===== config.mk =====
export PLATFORM = sky130hd
export DESIGN_NAME = mapper_noc_ni
export DESIGN_NICKNAME = d
export VERILOG_FILES = /design/src/rtl/mapper_noc_ni.sv
export SDC_FILE = /design/constraint.sdc
export NUM_CORES = 2
export LEC_CHECK = 0
export CAP_MARGIN = 20
export CELL_PAD_IN_SITES_DETAIL_PLACEMENT = 0
export CELL_PAD_IN_SITES_GLOBAL_PLACEMENT = 1
export CORE_MARGIN = 2
export CORE_UTILIZATION = 50
export CTS_CLUSTER_DIAMETER = 60
export DETAILED_ROUTE_END_ITERATION = 8
export GPL_ROUTABILITY_DRIVEN = 0
export PLACE_DENSITY = 0.74
export REMOVE_ABC_BUFFERS = 1
export SYNTH_ARGS = -nofsm -noshare
export SYNTH_HDL_FRONTEND = slang
export SYNTH_SLANG_ARGS = --single-unit

===== constraint.sdc =====
create_clock -name clk -period 10.4 [get_ports clk]
set_input_delay 2.08 -clock clk [delete_from_list [all_inputs] [get_ports clk]]
set_output_delay 2.08 -clock clk [all_outputs]
set_load 0.05 [all_outputs]

===== src/rtl/mapper_noc_ni.sv =====
// Network interface between a NoC router port and a MapReduce mapper core.
// Router text is buffered and paced into the core; core pair records stream back out.
module mapper_noc_ni #(
    parameter int DW         = 32,
    parameter int KEY_WORDS  = 4,
    parameter int PAIR_WORDS = 4,
    parameter int TEXT_DEPTH = 64,
    parameter int PAIR_DEPTH = 16,
    parameter int WR_GAP     = 6
) (
    input  logic          clk,
    input  logic          rst,
    input  logic [DW-1:0] data_in,
    input  logic          data_in_ready,
    input  logic          fifo_in_ready,
    output logic [DW-1:0] data_out,
    output logic          data_out_ready,
    output logic [DW-1:0] key_out,
    output logic          key_en,
    output logic [DW-1:0] text_out,
    output logic          data_wr,
    input  logic [DW-1:0] pair_in,
    input  logic          pair_in_valid,
    output logic          pair_full,
    output logic          text_ovf,
    output logic          done
);
    // state    | meaning
    // IDLE     | waiting for keyword word 0
    // KEYWORD  | forwarding remaining keyword words to the core
    // LEN      | waiting for the text length header
    // TEXT     | buffering router text and pacing it into the core
    // FLUSH    | waiting for pair traffic to drain before done

    localparam int TAW = $clog2(TEXT_DEPTH);
    localparam int PAW = $clog2(PAIR_DEPTH);
    localparam int KIW = $clog2(KEY_WORDS + 1);
    localparam int PWW = (PAIR_WORDS > 1) ? $clog2(PAIR_WORDS) : 1;
    localparam int GW  = $clog2(WR_GAP);
    localparam int QW  = $clog2(WR_GAP + 1);

    localparam logic [KIW-1:0] KEY_LAST  = KIW'(KEY_WORDS - 1);
    localparam logic [PWW-1:0] PW_LAST   = PWW'(PAIR_WORDS - 1);
    localparam logic [GW-1:0]  GAP_LOAD  = GW'(WR_GAP - 1);
    localparam logic [QW-1:0]  QUIET_LD  = QW'(WR_GAP);
    localparam logic [PAW:0]   PAIR_CAP  = (PAW+1)'(PAIR_DEPTH);

    typedef enum logic [2:0] {
        S_IDLE    = 3'd0,
        S_KEYWORD = 3'd1,
        S_LEN     = 3'd2,
        S_TEXT    = 3'd3,
        S_FLUSH   = 3'd4
    } state_t;

    state_t state, state_nx;

    logic [KIW-1:0] key_idx;
    logic [15:0]    len_q;
    logic [15:0]    rx_cnt;
    logic [GW-1:0]  gap_cnt;
    logic [QW-1:0]  quiet_cnt;

    logic [DW-1:0]  text_mem [TEXT_DEPTH];
    logic [TAW:0]   tw_ptr, tr_ptr;
    logic           text_full, text_empty;

    logic [DW-1:0]  pair_mem [PAIR_DEPTH][PAIR_WORDS];
    logic [PAW:0]   pw_rec, pr_rec, pair_cnt;
    logic [PWW-1:0] pw_word, pr_word;

    logic rx_open, pair_idle, pair_accept, egress_fire;
    logic key_load, len_load, text_rx, feed_pop, job_done;

    // Pointers carry an extra wrap bit so full and empty are distinguishable.
    assign text_empty = (tw_ptr == tr_ptr);
    assign text_full  = (tw_ptr[TAW] != tr_ptr[TAW]) && (tw_ptr[TAW-1:0] == tr_ptr[TAW-1:0]);
    assign rx_open    = (rx_cnt != len_q);

    assign pair_cnt    = pw_rec - pr_rec;
    assign pair_full   = (pair_cnt == PAIR_CAP);
    assign pair_accept = pair_in_valid && !pair_full;
    assign egress_fire = (pair_cnt != '0) && fifo_in_ready;
    assign pair_idle   = (pair_cnt == '0) && (pw_word == '0) && (quiet_cnt == '0) && !pair_in_valid;

    always_ff @(posedge clk) begin
        if (rst) state <= S_IDLE;
        else     state <= state_nx;
    end

    always_comb begin
        state_nx = state;
        case (state)
            S_IDLE:    if (data_in_ready) state_nx = (KEY_WORDS == 1) ? S_LEN : S_KEYWORD;
            S_KEYWORD: if (data_in_ready && key_idx == KEY_LAST) state_nx = S_LEN;
            S_LEN:     if (data_in_ready) state_nx = (data_in[15:0] == 16'd0) ? S_FLUSH : S_TEXT;
            S_TEXT:    if (!rx_open && text_empty) state_nx = S_FLUSH;
            S_FLUSH:   if (pair_idle) state_nx = S_IDLE;
            default:   state_nx = S_IDLE;
        endcase
    end

    always_comb begin
        key_load = 1'b0;
        len_load = 1'b0;
        text_rx  = 1'b0;
        feed_pop = 1'b0;
        job_done = 1'b0;
        case (state)
            S_IDLE, S_KEYWORD: key_load = data_in_ready;
            S_LEN:             len_load = data_in_ready;
            S_TEXT: begin
                text_rx  = data_in_ready && rx_open;
                feed_pop = (gap_cnt == '0) && !text_empty;
            end
            S_FLUSH:           job_done = pair_idle;
            default: ;
        endcase
    end

    always_ff @(posedge clk) begin
        if (text_rx && !text_full) text_mem[tw_ptr[TAW-1:0]] <= data_in;
    end

    always_ff @(posedge clk) begin
        if (rst) begin
            key_out  <= '0;
            key_en   <= 1'b0;
            key_idx  <= '0;
            len_q    <= '0;
            rx_cnt   <= '0;
            tw_ptr   <= '0;
            tr_ptr   <= '0;
            gap_cnt  <= '0;
            text_out <= '0;
            data_wr  <= 1'b0;
            text_ovf <= 1'b0;
            done     <= 1'b0;
        end else begin
            key_en  <= key_load;
            data_wr <= feed_pop;
            done    <= job_done;
            if (key_load) begin
                key_out <= data_in;
                key_idx <= (state == S_IDLE) ? KIW'(1) : key_idx + 1'b1;
            end
            if (len_load) begin
                len_q  <= data_in[15:0];
                rx_cnt <= '0;
            end
            if (text_rx) begin
                rx_cnt <= rx_cnt + 16'd1;
                if (text_full) text_ovf <= 1'b1;
                else           tw_ptr   <= tw_ptr + 1'b1;
            end
            // Core pacing timer: reload on each pop, wait at zero for data.
            if (state != S_TEXT)   gap_cnt <= '0;
            else if (feed_pop)     gap_cnt <= GAP_LOAD;
            else if (gap_cnt != '0) gap_cnt <= gap_cnt - 1'b1;
            if (feed_pop) begin
                text_out <= text_mem[tr_ptr[TAW-1:0]];
                tr_ptr   <= tr_ptr + 1'b1;
            end
            if (job_done) text_ovf <= 1'b0;
        end
    end

    always_ff @(posedge clk) begin
        if (pair_accept) pair_mem[pw_rec[PAW-1:0]][pw_word] <= pair_in;
    end

    always_ff @(posedge clk) begin
        if (rst) begin
            pw_rec         <= '0;
            pw_word        <= '0;
            pr_rec         <= '0;
            pr_word        <= '0;
            quiet_cnt      <= '0;
            data_out       <= '0;
            data_out_ready <= 1'b0;
        end else begin
            if (pair_accept) begin
                if (pw_word == PW_LAST) begin
                    pw_word <= '0;
                    pw_rec  <= pw_rec + 1'b1;
                end else begin
                    pw_word <= pw_word + 1'b1;
                end
            end
            if (egress_fire) begin
                data_out       <= pair_mem[pr_rec[PAW-1:0]][pr_word];
                data_out_ready <= 1'b1;
                if (pr_word == PW_LAST) begin
                    pr_word <= '0;
                    pr_rec  <= pr_rec + 1'b1;
                end else begin
                    pr_word <= pr_word + 1'b1;
                end
            end else begin
                data_out       <= '0;
                data_out_ready <= 1'b0;
            end
            // Quiet timer: FLUSH may only finish once the core has been silent.
            if (pair_in_valid)        quiet_cnt <= QUIET_LD;
            else if (quiet_cnt != '0) quiet_cnt <= quiet_cnt - 1'b1;
        end
    end

endmodule


After elaboration in Yosys (flattened, before gate mapping):

Memories as Yosys holds them, arrays and structs flattened. A register that Yosys moved wholly into a read port is not among the register bits.
Cells that the tools add are included.

* memories kept: 2
* logic and storage cells: 132
* RAM bits: 4096
* flip-flop bits (word level): 141
* output and inout port bits: 102
* bits of input ports: 69

Memory list
* pair_mem: depth 16, bits a word 128, rd ports 1, clocked after memory_dff 1, wr ports 1, line 68 `logic [DW-1:0] pair_mem [PAIR_DEPTH][PAIR_WORDS];`
* text_mem: depth 64, bits a word 32, rd ports 1, clocked after memory_dff 1, wr ports 1, line 64 `logic [DW-1:0] text_mem [TEXT_DEPTH];`

* equal/unequal tests: 18
* bitwise operators: 4
* $add $sub $neg: 11
* magnitude comparators: 3
* multiplexer cells: 33
* reductions and logical operators: 40

Operator list (count)
* 2-to-1 mux 128 bit: 1
* 2-to-1 mux 32 bit: 3
* binary-select mux 32 bit (select 2 bit): 1
* demux 32 bit (select 2 bit): 1
* 2-to-1 mux 3 bit: 11
* 2-to-1 mux 16 bit: 2
* adder 16 x 1 -> 16 bit (second input constant): 1
* zero test 16 bit: 1
* inequality test 16 bit: 1
* one-hot mux 3 bit (5 select lines): 1
* adder 7 x 1 -> 7 bit (second input constant): 2
* logical AND 1 bit: 12
* adder 5 x 1 -> 5 bit (second input constant): 2
* inequality test 2 bit (second input constant): 5
* OR reduction 2 bit: 5
* == test 3 x 2 -> 1 bit (second input constant): 3
* zero test 3 bit: 3
* 2-to-1 mux 1 bit: 9
* 2-to-1 mux 4 bit: 2
* AND reduction 2 bit: 4
* == test 7 bit: 1
* == test 6 bit: 1
* >= comparator 3 bit (second input constant): 2
* NOT 2 -> 3 bit: 2
* 21 further kinds: 33

Longest topological paths before layout:

* depth in word-level cells: 7
* depth in mapped cells: 12
* mapped depth without buffers: 9

Worst setup path before layout:

OpenSTA, ideal clock, no wires.

* path kind: in2reg
* start: input port pair_in_valid
* end: register pw_rec[4]
* setup time: 73 ps
* path buffers: 1
* path slack: 4113 ps
* arrival time: 6213 ps
* required time: 10327 ps
* cell stages on the path: 4
* cells stage by stage: clkbuf_1 -> inv_1 -> nor4_1 -> mux2_2

* longest elaborated chain between the ends: 2

RTL lines
* start, declared: line 23 `input logic pair_in_valid,`
* logical AND 1 bit: line 82 `assign pair_accept = pair_in_valid && !pair_full;`
* AND reduction 2 bit (no source line)
* end signal, assigned: line 185 `pw_rec <= pw_rec + 1'b1;`
* end, declared: line 69 `logic [PAW:0] pw_rec, pr_rec, pair_cnt;`

No other way between the ends.
A chain may end at the register's enable or synchronous reset.

Final worst setup path:

* start: register pr_rec[1]
* end: output port pair_full

* longest elaborated chain between the ends: 2

RTL lines
* start, declared: line 69
* start signal, assigned: line 195 `pr_rec <= pr_rec + 1'b1;`
* subtractor 5 bit: line 80 `assign pair_cnt = pw_rec - pr_rec;`
* == test 5 bit: line 81 `assign pair_full = (pair_cnt == PAIR_CAP);`
* end, declared: line 24 `output logic pair_full,`

No other way between the ends.

==> out/summary.md <==
The flow ran to the end, and the final reports show no timing, DRC or antenna violations. Detailed routing inserted a total of 78386 vias. The clock tree synthesis step divided the H-tree into 5 levels. After detailed routing, the total wire length is 418800 µm. The library cells used most frequently in the layout, excluding fill and tap cells, are 4096 x edfxtp_1, 1100 x mux4_2, 436 x clkbuf_16.

The number of hold violations in the final report was 0. Clock tree synthesis found a total of 4273 sinks. The initial core utilization is 50.33%, and the height of the chip is 575.5 µm. For the count of mapped cells out of synthesis, the log shows 7276.

Fill cells in the final layout number 23029. The tools report the max-slew violation count as 0. Once detail routing completed, the nets flagged for antenna violations numbered 0. In the final layout, flip-flops and latches occupy 126600 µm². The worst endpoint data arrival time is 4.10 ns. The sort of element at the end of the critical path is an output pin. After layout, the design draws a total of 35.00 mW.

Setup repair after global routing left no endpoint under its margin. Compared with the post-synthesis result, the final layout area differs by 13.77%. The tools report the post-route cell area as 185800 µm². For the instance count after placement with tap cells included, the log shows 11579.

Across all setup checks in the final design, the least slack found is 4.215 ns. The core region is 324500 µm². The relative slew slack was 16.58%; the average wire per standard cell was 33.71 µm.

The run gives 0 as the final global-route overflow total. The net count of the finished layout was 7803. In this run the worst path has a maximum fanout of 15. The total of warnings raised by yosys was 0. Among all flip-flop cells after synthesis, the most frequent one is edfxtp_1. The run gives 163300 µm² as the cell area after synthesis. Yosys mapped the design onto 77 distinct sky130hd cell types. The number of flops mapped to enable cells by yosys was 4096; the share of the clock period used by the worst path after layout was 59.47%. Measured along the x axis, the die boundary spans 575.5 µm. The cell chosen for the clock root was clkbuf_16. Traced cell by cell, the critical path runs through inv_1, ha_1, nor2b_1, o21a_1, or4_1, a21oi_2, clkdlybuf4s50_1. Utilization of the core after routing: 57.26%. TritonCTS built the clock tree. The register clock-pin slew on the reported worst setup and hold paths works out to 0.06 ns. Timing analysis after detailed placement gives a worst setup slack of 4.403 ns. In the routed design, unresolved DRC markers number 0. The number of buffers inserted by port buffering is 170. Of all flip-flops after synthesis, the portion carrying an async set or reset was 0%.

The largest net degree at the start of global routing was 136. For the final database, setup skew stands at 0.08867 ns. The run gives 25.05% as the combined global-route utilization of all metal layers.

The tools report the wire length of the first global-routing pass as 588600 µm. STA classifies the critical path startpoint as a register. Averaged over all synthesized cells, the footprint is 22.45 µm². The final sum of negative setup slack is 0 ns, and the fmax is 0.1617 GHz.

The maximum count of clock buffers along a single path is 4. Via count of the first global-routing pass: 77312. The via count normalized by instance count came out at 6.310. The number of setup buffers added after CTS is 0.

Across the VDD grid, the largest voltage drop is 0.0001603 V. The run gives 55.35 nW as the reported leakage power. The number of storage elements in the synthesis netlist works out to 4273. Across the run, the number of max-cap violations was 0. The number of antenna violations at the first check in global routing is 38, and the multi-input combinational cell area is 35630 µm².

Kind of cell adding the most delay to the critical path: buffers and inverters. The transition time at the pin with the least slew margin is 1.244 ns. After floorplanning, the core was divided into 209 placement rows. In this run, post-CTS repair resized a total of 0 instances. The smallest clock period supported by the final layout is computed as 6.185 ns. The die covers 331200 µm².

The library cell used most frequently in the layout, excluding fill and tap cells, is edfxtp_1. The ratio of cells with drive above 1 in the final layout was 27.28%; the highest cell delay on the worst timing path was 1.06 ns. For the required time at the worst-slack endpoint, the log shows 8.32 ns.

For this design the ratio of total power to cell area is 188.4 nW/µm². For the initial DRC count, the log shows 10241. The slowest stage cell on the critical path is clkdlybuf4s50_1.

At the later pin of the worst-skew pair, clock insertion delay measures 1.01 ns. For the total iterations of the first detailed-routing run, the log shows 6. Detailed placement ended at an HPWL of 245000 µm. Total of endpoints with negative setup slack in the final report: 0. The total clock buffers created by CTS is 429. The worst hold path class is register to register.

After synthesis, flip-flops and latches occupy 77.48% of the total area. Buffers inserted to repair hold after CTS numbered 0. For the instance area at placement, the log shows 171100 µm².

Counting both buffers and inverters, the worst setup path holds a total of 2. The filler-free cell count of the finished design is 12422. The tightest hold path in the finished design has a slack of 0.4577 ns. The critical path is of the register to output pin type. The run gives 171 as the number of ports placed on the die boundary.
-- final timing paths --
kind / start / end / slack (ns) / depth (start not counted)
max reg2reg: tr_ptr[0]$_SDFFE_PP0P_ / text_out[5]$_SDFFE_PP0P_ / 5.28 / 8
max: pr_rec[1]$_SDFFE_PP0P_ / pair_full / 4.22 / 7
min: key_out[8]$_SDFFE_PP0P_ / key_out[8]$_SDFFE_PP0P_ / 0.46 / 2
min reg2reg: key_out[8]$_SDFFE_PP0P_ / key_out[8]$_SDFFE_PP0P_ / 0.46 / 2
-- sequential cells by signal (all words and copies together), names as in the netlist, 2 cells and up, named ones only --
name and cells:
pair_mem 2048, text_mem 2048, data_out 32, key_out 32, text_out 32, len_q 16
rx_cnt 16, tr_ptr 7, tw_ptr 7, pr_rec 5, pw_rec 5, gap_cnt 3
key_idx 3, quiet_cnt 3, state 3, pr_word 2, pw_word 2
-- final cells by class --
type | instances | area share (%)
timing repair buffer | 407 | 2.147
inverter | 23 | 0.04646
clock buffer | 551 | 6.201
clock inverter | 249 | 1.372
multi-input combinational | 2577 | 19.17
tap | 4325 | 2.912
antenna | 17 | 0.02290
sequential | 4273 | 68.12
-- where the power goes --
part / internal (mW) / total, mW / switching, mW
Clock: 8.85 / 15.4 / 6.53
Sequential: 18.9 / 18.9 / 0.0271
Combinational: 0.127 / 0.713 / 0.586
-- per-layer routing --
metal  vias up  track usage, %  share of wire (%)
li1      31717               -                  -
met1     41886           35.11                 39
met2      4140           40.45                 49
met3       633           3.974                8.7
met4        10           8.631                3.8
met5         -               0              0.017
-- worst register-to-register path, cell delays in order, from the launching register on --
cell and delay, ns:
dfxtp_4 0.82, buf_12 0.61, buf_4 0.81, buf_4 0.96, mux4_2 0.67, mux4_2 0.47
nor2_1 0.31, a21oi_1 0.11, a32o_1 0.30
-- logic make-up (layout without fill, tap and decap cells) --
| logic type | count (synthesis) | after routing | synth area share (%) |
|---|---|---|---|
| multiplexers | 1407 | 1407 | 17.07 |
| AO/OA/AOI/OAI | 489 | 489 | 2.017 |
| adder cells (fa/ha/maj) | 23 | 23 | 0.1762 |
| AND/OR/NAND/NOR | 621 | 621 | 1.751 |
| other | 0 | 17 | 0 |
| XOR/XNOR | 37 | 37 | 0.1984 |
| flip-flops | 4273 | 4273 | 77.48 |
| buffers and inverters | 426 | 1230 | 1.311 |
-- cell usage after synthesis, drive strengths merged, types with 12 or more instances --
cell type,count,area [µm²]
a32o,14,140.1
xor2,22,192.7
a211oi,43,322.8
clkbuf,148,559.3
mux2,20,225.2
mux2i,287,2873
a22o,26,227.7
nand3b,12,97.59
nor3,22,110.1
nor4,15,100.1
a21oi,136,688.2
nor2,194,730.7
mux4,1100,24770
ha,23,287.8
xnor2,15,131.4
buf,255,1495
nand3,32,160.2
inv,22,82.58
and2,14,87.58
nor2b,40,250.2
a22oi,43,322.8
o221ai,14,122.6
dfxtp,177,3543
o21ai,46,230.2
nand2,227,854.6
o211ai,22,165.2
a221oi,14,122.6
edfxtp,4096,123000
o22ai,60,375.4
(Power assumes the default switching activity.)
